--- config.mk ---
export PLATFORM = sky130hd
export DESIGN_NAME = cnt_updn_n
export DESIGN_NICKNAME = d
export VERILOG_FILES = /design/src/rtl/cnt_updn_n.sv
export SDC_FILE = /design/constraint.sdc
export NUM_CORES = 1
export LEC_CHECK = 0
export ABC_AREA = 1
export CORE_ASPECT_RATIO = 1.1
export CORE_UTILIZATION = 55
export CTS_BUF_LIST = sky130_fd_sc_hd__clkbuf_4 sky130_fd_sc_hd__clkbuf_8
export DETAILED_ROUTE_END_ITERATION = 12
export GPL_TIMING_DRIVEN = 0
export HOLD_SLACK_MARGIN = 0.02
export MAX_ROUTING_LAYER = met4
export PLACE_DENSITY_LB_ADDON = 0.15
export SLEW_MARGIN = 20
export SYNTH_ARGS = -nofsm -noshare
export SYNTH_HDL_FRONTEND = slang
export SYNTH_SLANG_ARGS = --single-unit
export TNS_END_PERCENT = 1
--- constraint.sdc ---
create_clock -name CLK -period 3.05 [get_ports CLK]
set_input_delay 0.305 -clock CLK [delete_from_list [all_inputs] [get_ports CLK]]
set_output_delay 0.305 -clock CLK [all_outputs]
set_load 0.1 [all_outputs]
--- src/rtl/cnt_updn_n.sv ---
// Presettable synchronous up/down counter with optional modulus, cascadable
// ripple carry/borrow and a sticky wrap flag.
module cnt_updn_n #(
  parameter int WIDTH   = 8,
  parameter int MOD_VAL = 0
) (
  input  logic             CLK,
  input  logic             CLR_n,
  input  logic             SCLR_n,
  input  logic             LD_n,
  input  logic             ENP,
  input  logic             ENT,
  input  logic             UP,
  input  logic [WIDTH-1:0] D,
  output logic [WIDTH-1:0] Q,
  output logic             RCO,
  output logic             OVF
);

  localparam int TOP_INT = (MOD_VAL != 0) ? (MOD_VAL - 1) : ((1 << WIDTH) - 1);
  localparam logic [WIDTH-1:0] TOP = TOP_INT[WIDTH-1:0];

  logic [WIDTH-1:0] q_next;
  logic             ovf_next;

  always_comb begin
    q_next   = Q;
    ovf_next = OVF;
    if (!SCLR_n) begin
      q_next   = '0;
      ovf_next = 1'b0;
    end else if (!LD_n) begin
      q_next = D;
    end else if (ENP && ENT) begin
      if (UP) begin
        if (Q >= TOP) begin
          q_next   = '0;
          ovf_next = 1'b1;
        end else begin
          q_next = Q + 1'b1;
        end
      end else begin
        // An out-of-range value left by a load re-enters at TOP without flagging a wrap.
        if (Q == '0) begin
          q_next   = TOP;
          ovf_next = 1'b1;
        end else if (Q > TOP) begin
          q_next = TOP;
        end else begin
          q_next = Q - 1'b1;
        end
      end
    end
  end

  always_ff @(posedge CLK or negedge CLR_n) begin
    if (!CLR_n) begin
      Q   <= '0;
      OVF <= 1'b0;
    end else begin
      Q   <= q_next;
      OVF <= ovf_next;
    end
  end

  // Terminal count depends only on Q, ENT and UP so stages cascade without extra gating.
  assign RCO = ENT & (UP ? (Q == TOP) : (Q == '0));

endmodule

==> results.toml, run 1 <==
[run_status]
status = "finished clean"

[power_and_ir_drop]
internal-power_uw = 289.7
vdd_drop_max_v = 0.0003027
p_switching_uw = 273.2
p_leak_nw = 0.6603
pwr_density_cell_nw_per_um2 = 423.7
power_frac_comb_pct = 55.8
pwr-share-clk_pct = 18.4
seq_power_share_pct = 25.8
swShare_pct = 48.54

[global_routing]
grt_util_all_layers_pct = 28.78
grt_pass1_vias = 987
grt_pass1_wl_mm = 4.188
grt_max_degree = 11
grt_antenna_before_repair = 0
grt_overflow = 0

[timing]
slew_headroom_pct = 35.31
final_hold_viol_count = 0
fin_crit_sh_pct = 92.29
min_period_ns = 2.815
slew_viol_final = 0
finClkSkew_ns = 0.001663
finalSetupTns_ns = 0
rsz0062_at_grt = "false"
finalSetupViolCount = 0
worst_slew_pin_slew_ns = 0.9673
max_freq_ghz = 0.3553

[synthesis]
synth_cell_type_count = 28
netlist_instances = 167
synth-warning-count = 0
synthTopCellsByArea = "dfrtp_1, nand2_1, nand3_1, inv_1, nor2_1"
synth_seq_cells = 9
avgSynthCellArea_um2 = 6.136
syn_area_um2 = 1025
synth_seq_area_share_pct = 21.98
syn_nets = 185
synth_area_leader_cell = "dfrtp_1"
synth.top_cell.area_share_pct = 21.98

[die]
core_um2 = 1762
rows = 16
dieWidth_um = 43.16
die-area_um2 = 2040
initial_utilization_pct = 58.17
die_h_um = 47.27
io_pins = 25

[final_layout]
mostFrequentLayoutCells = "nand2_1, clkdlybuf4s50_1, inv_1, nor2_1, nand3_1"
multi_input_area_um2 = 689.4
postLayoutCellArea_um2 = 1329
fillers = 156
antenna_cells = 0
fin_nets = 214
post_route_cells_drive_above_1_share_pct = 16.92
synthToLayoutAreaGrowth_pct = 29.67
final-seq-area_um2 = 225.2
final_common_cell = "nand2_1"

[routing]
drt_wl_total_mm = 2.636
routedWlPerCell_um = 12.38
drt_iter0_drc = 47
num_vias = 1118
antenna_left = 0
via_per_inst = 5.249
firstDrtPassIters = 4
drc = 0

[worst_setup_path]
reg2reg_depth = 8
crit_top_cell = "nor2_4"
slowest_delay_ns = 0.87
arrival_ns = 2.51
r2r-start = "Q[0]"
crit_start = "Q[0]"
crit_path_cell_trace = "inv_1 -> ha_1 -> nand3_2 -> nor2_4 -> nor2_4 -> a211oi_4 -> dlygate4sd2_1"
cp-end-kind = "output port"
worst-path-buf-inv = 2
r2r_slack_ns = 1.42
crit_required_ns = 2.74
cp_slowest_cell = "dlygate4sd2_1"
reg2reg_to = "Q[2]"
cp_max_fo = 7
cp_top_family = "buffers and inverters"
crit_path_start_kind = "flip-flop"
crit_type = "reg -> out"

[clocking]
clk_pin_slew_worst_paths_ns = 0.06
cts_made_buffers = 3
ctsResizeCount = 1
cts_root_buf = "clkbuf_4"
numClockSinks = 9
cts_setup_buffers = 0
cts_hold_buf = 0
clk_latency_ns = 0.26
cts_tree = "done"
clock_path_buffers = 2
h-tree-depth = 1

[place]
placement.cell_area_um2 = 1300
hpwl_mm = 2.126
numPortBuffers = 24
routabilityCongestion = 0.8583

[worst_hold_path]
min_path_type = "in -> async"

[run]
drv_cap = 0
## worst reg2reg max path: stages, from the launching register on
cell and delay [ns]:
dfrtp_1 0.40, inv_1 0.16, ha_1 0.25, nand3_2 0.09, nor2_4 0.06, nor2_4 0.20
nand2_1 0.09, a21oi_1 0.17, o21ai_1 0.09
## metal layers
| metal | up-vias | wire length (um) | global-route usage (%) |
|---|---|---|---|
| met3 | 6 | 110 | 1.538 |
| met5 | - | 0 | - |
| met4 | 0 | 38 | 12.73 |
| met1 | 499 | 1075 | 32.47 |
| met2 | 37 | 1412 | 53.13 |
| li1 | 576 | - | - |
## cell families after synthesis
family,share of synthesized area [%]
compound gates,9.280
fa+ha+maj,3.663
simple gates,52.26
flops,21.98
xor+xnor,0.8549
buf+inv,11.97
## metrics by stage
stage / worst slack (ns) / total power [mW] / instances / util (%) / hold WS [ns]
finish: 0.2351 / 0.5630 / 213 / 75.43 / 0.3367
global route: 0.1387 / 0.5943 / 213 / 75.43 / 0.3766
CTS: 0.2329 / 0.5652 / 213 / 75.43 / 0.3430
detailed placement: 0.2448 / 0.4607 / 209 / 73.79 / 0.4918
global placement: 0.2883 / 0.4518 / 209 / 73.79 / 0.4816
floorplan: 0.2261 / 0.3812 / 167 / - / 0.009409
## state kept, by name, summed over array words and instances (netlist names)
signal  count
Q           8
OVF         1
## final cells by class
| class | instances | area share [%] |
|---|---|---|
| well taps | 18 | 1.695 |
| flip-flops and latches | 9 | 16.95 |
| inverters | 20 | 5.650 |
| plain buffers | 6 | 3.578 |
| repair buffers | 24 | 17.98 |
| clock buffers | 4 | 2.260 |
| multi-input cells | 132 | 51.88 |
## cells in the mapped netlist
master    number
o22ai_1        1
a21oi_1        2
nor2_8         1
nor2_1        16
nand2_1       59
nand4_1        1
buf_6          2
nor2_4         3
o21ai_2        1
xnor2_1        1
dfrtp_1        9
inv_2          3
nand3_1       16
nand3b_1       1
nor2_2         5
or2_2          1
buf_2          2
nor3_4         1
o21ai_0        7
nand2_2        5
a211oi_1       1
nand3_2        1
nand2_4        1
o211ai_1       1
inv_1         17
o21ai_1        4
buf_4          2
ha_1           3
## how the worst max path moves through the flow
stage                     end  slack, ns  depth (start not counted)
after floorplan           RCO       0.23                          5
after global placement    RCO       0.29                          7
after detailed placement  RCO       0.24                          7
after CTS                 RCO       0.23                          7
after global routing      RCO       0.14                          7
final                     RCO       0.24                          7
## power groups by stage
stage,sequential [mW],clock [mW],combinational [mW]
detailed placement,0.147,0,0.313
CTS,0.145,0.106,0.314
floorplan,0.233,0,0.148
global route,0.147,0.107,0.340
global placement,0.146,0,0.306
finish,0.145,0.104,0.314
Power figures use the tool's default switching activity.
==> run 2, diff against run 1 <==
CAP_MARGIN = 20   (was default)
==> results of run 2 <==
Final layout, timing and power as in run 1 (identical DEF).
==> run 3, diff against run 2 <==
PLACE_DENSITY = 0.95   (was default)
PLACE_DENSITY_LB_ADDON = default   (was 0.15)
==> run 3 against run 2 <==
- power is 0.23% higher
- combinational power is essentially flat
- non-clock buffer count unchanged
- sequential power about the same
- clock power about the same
- cell area is the same
- critical path depth did not move
- register-to-register slack worse by 0.04 ns
- clock skew barely moved
- global-route usage up 2.8 points
- largest power group unchanged
==> results.toml, run 3 (synthesized netlist as in run 1, its figures left out) <==
[run_status]
status = "finished clean"

[routing]
num_vias = 1176
drt_wl_total_mm = 2.724
drc = 0
via_per_inst = 5.521
routedWlPerCell_um = 12.79
drt_iter0_drc = 53
firstDrtPassIters = 5
antenna_left = 0

[worst_setup_path]
crit_required_ns = 2.74
crit_type = "reg -> out"
cp_slowest_cell = "dlygate4sd2_1"
crit_path_cell_trace = "inv_1 -> ha_1 -> nand3_2 -> nor2_4 -> nor2_4 -> a211oi_4 -> dlygate4sd2_1"
slowest_delay_ns = 0.88
crit_path_start_kind = "flip-flop"
arrival_ns = 2.55
cp_top_family = "buffers and inverters"
worst-path-buf-inv = 2
crit_top_cell = "nor2_4"
cp_max_fo = 7
cp-end-kind = "output port"

[global_routing]
grt_util_all_layers_pct = 31.59
grt_overflow = 0
grt_pass1_wl_mm = 4.623
grt_max_degree = 11
grt_pass1_vias = 1042
grt_antenna_before_repair = 0

[timing]
rsz0062_at_grt = "false"
max_freq_ghz = 0.3504
worst_slack_ns = 0.1964
finalSetupViolCount = 0
fin_crit_sh_pct = 93.56
worst_slew_pin_slew_ns = 0.9694
slew_viol_final = 0
slew_headroom_pct = 35.17
min_period_ns = 2.854
finClkSkew_ns = 0.001592
final_hold_viol_count = 0
finalSetupTns_ns = 0

[clocking]
cts_hold_buf = 0
numClockSinks = 9
cts_setup_buffers = 0
cts_root_buf = "clkbuf_4"
clock_path_buffers = 2
cts_tree = "done"
clk_latency_ns = 0.26
cts_made_buffers = 3
h-tree-depth = 1
clk_pin_slew_worst_paths_ns = 0.06

[final_layout]
postLayoutCellArea_um2 = 1329
mostFrequentLayoutCells = "nand2_1, clkdlybuf4s50_1, inv_1, nor2_1, nand3_1"
reg_top3 = "Q x8, OVF x1"
final_common_cell = "nand2_1"
largest_reg_flops = 8
post_route_cells_drive_above_1_share_pct = 16.92
antenna_cells = 0
synthToLayoutAreaGrowth_pct = 29.67
regMostFlops = "Q"
fin_nets = 214

[die]
initial_utilization_pct = 58.17
dieWidth_um = 43.16
core_um2 = 1762
die-area_um2 = 2040
rows = 16
io_pins = 25
die_h_um = 47.27

[place]
routabilityCongestion = 0.9078
dp_slack_ns = 0.2043
numPortBuffers = 24
placement.cell_area_um2 = 1300
hpwl_mm = 2.163

[power_and_ir_drop]
vdd_drop_max_v = 0.0003882
pwr_density_cell_nw_per_um2 = 424.7
p_leak_nw = 0.6603

[run]
drv_cap = 0

[worst_hold_path]
min_path_type = "in -> async"
-- run 3: final cells by class --
cell class | count | area (um2)
buffer | 6 | 47.55
clock buffer | 4 | 30.03
fill | 151 | 432.9
inverter | 20 | 75.07
multi-input combinational | 132 | 689.4
sequential | 9 | 225.2
tap | 18 | 22.52
timing repair buffer | 24 | 239.0
-- run 3: report_power, final --
group | internal [mW] | leakage (nW) | switching (mW)
Sequential | 0.131 | 0.117 | 0.0137
Combinational | 0.0990 | 0.525 | 0.218
Clock | 0.0594 | 0.0184 | 0.0427
Total | 0.290 | 0.660 | 0.274
-- run 3: routing by layer --
layer  vias up  track usage [%]  routed length, um
li1        577                -                  -
met1       540            37.24               1110
met2        51            54.33               1458
met3         8            2.692                101
met4         0            16.36                 54
met5         -                -                  0
-- run 3: what timing repair did --
action / 4_1_cts / 5_1_grt
hold endpoints to repair: 0 / 0
endpoints found under the setup margin: 1 / 0
gates resized for setup: 1 / 0
-- run 3: per-stage QoR --
step / hold WS (ns) / utilization, % / instances / power, mW
6_report: 0.3447 / 75.43 / 213 / 0.5643
5_1_grt: 0.3724 / 75.43 / 213 / 0.5995
4_1_cts: 0.3438 / 75.43 / 213 / 0.5671
3_5_place_dp: 0.5113 / 73.79 / 209 / 0.4624
3_3_place_gp: 0.4778 / 73.79 / 209 / 0.4502
2_1_floorplan: 0.009409 / - / 167 / 0.3812
-- run 3: path summary, 6_finish.rpt --
check | startpoint | endpoint | slack, ns | cells past startpoint
hold / removal | CLR_n | Q[0] | 0.34 | 1
hold reg to reg | OVF | OVF | 0.53 | 2
setup reg to reg | Q[0] | Q[2] | 1.38 | 8
max in group asynchronous | CLR_n | Q[4] | 2.41 | 1
setup / recovery | Q[0] | RCO | 0.20 | 7
min in group CLK | OVF | OVF | 0.53 | 2
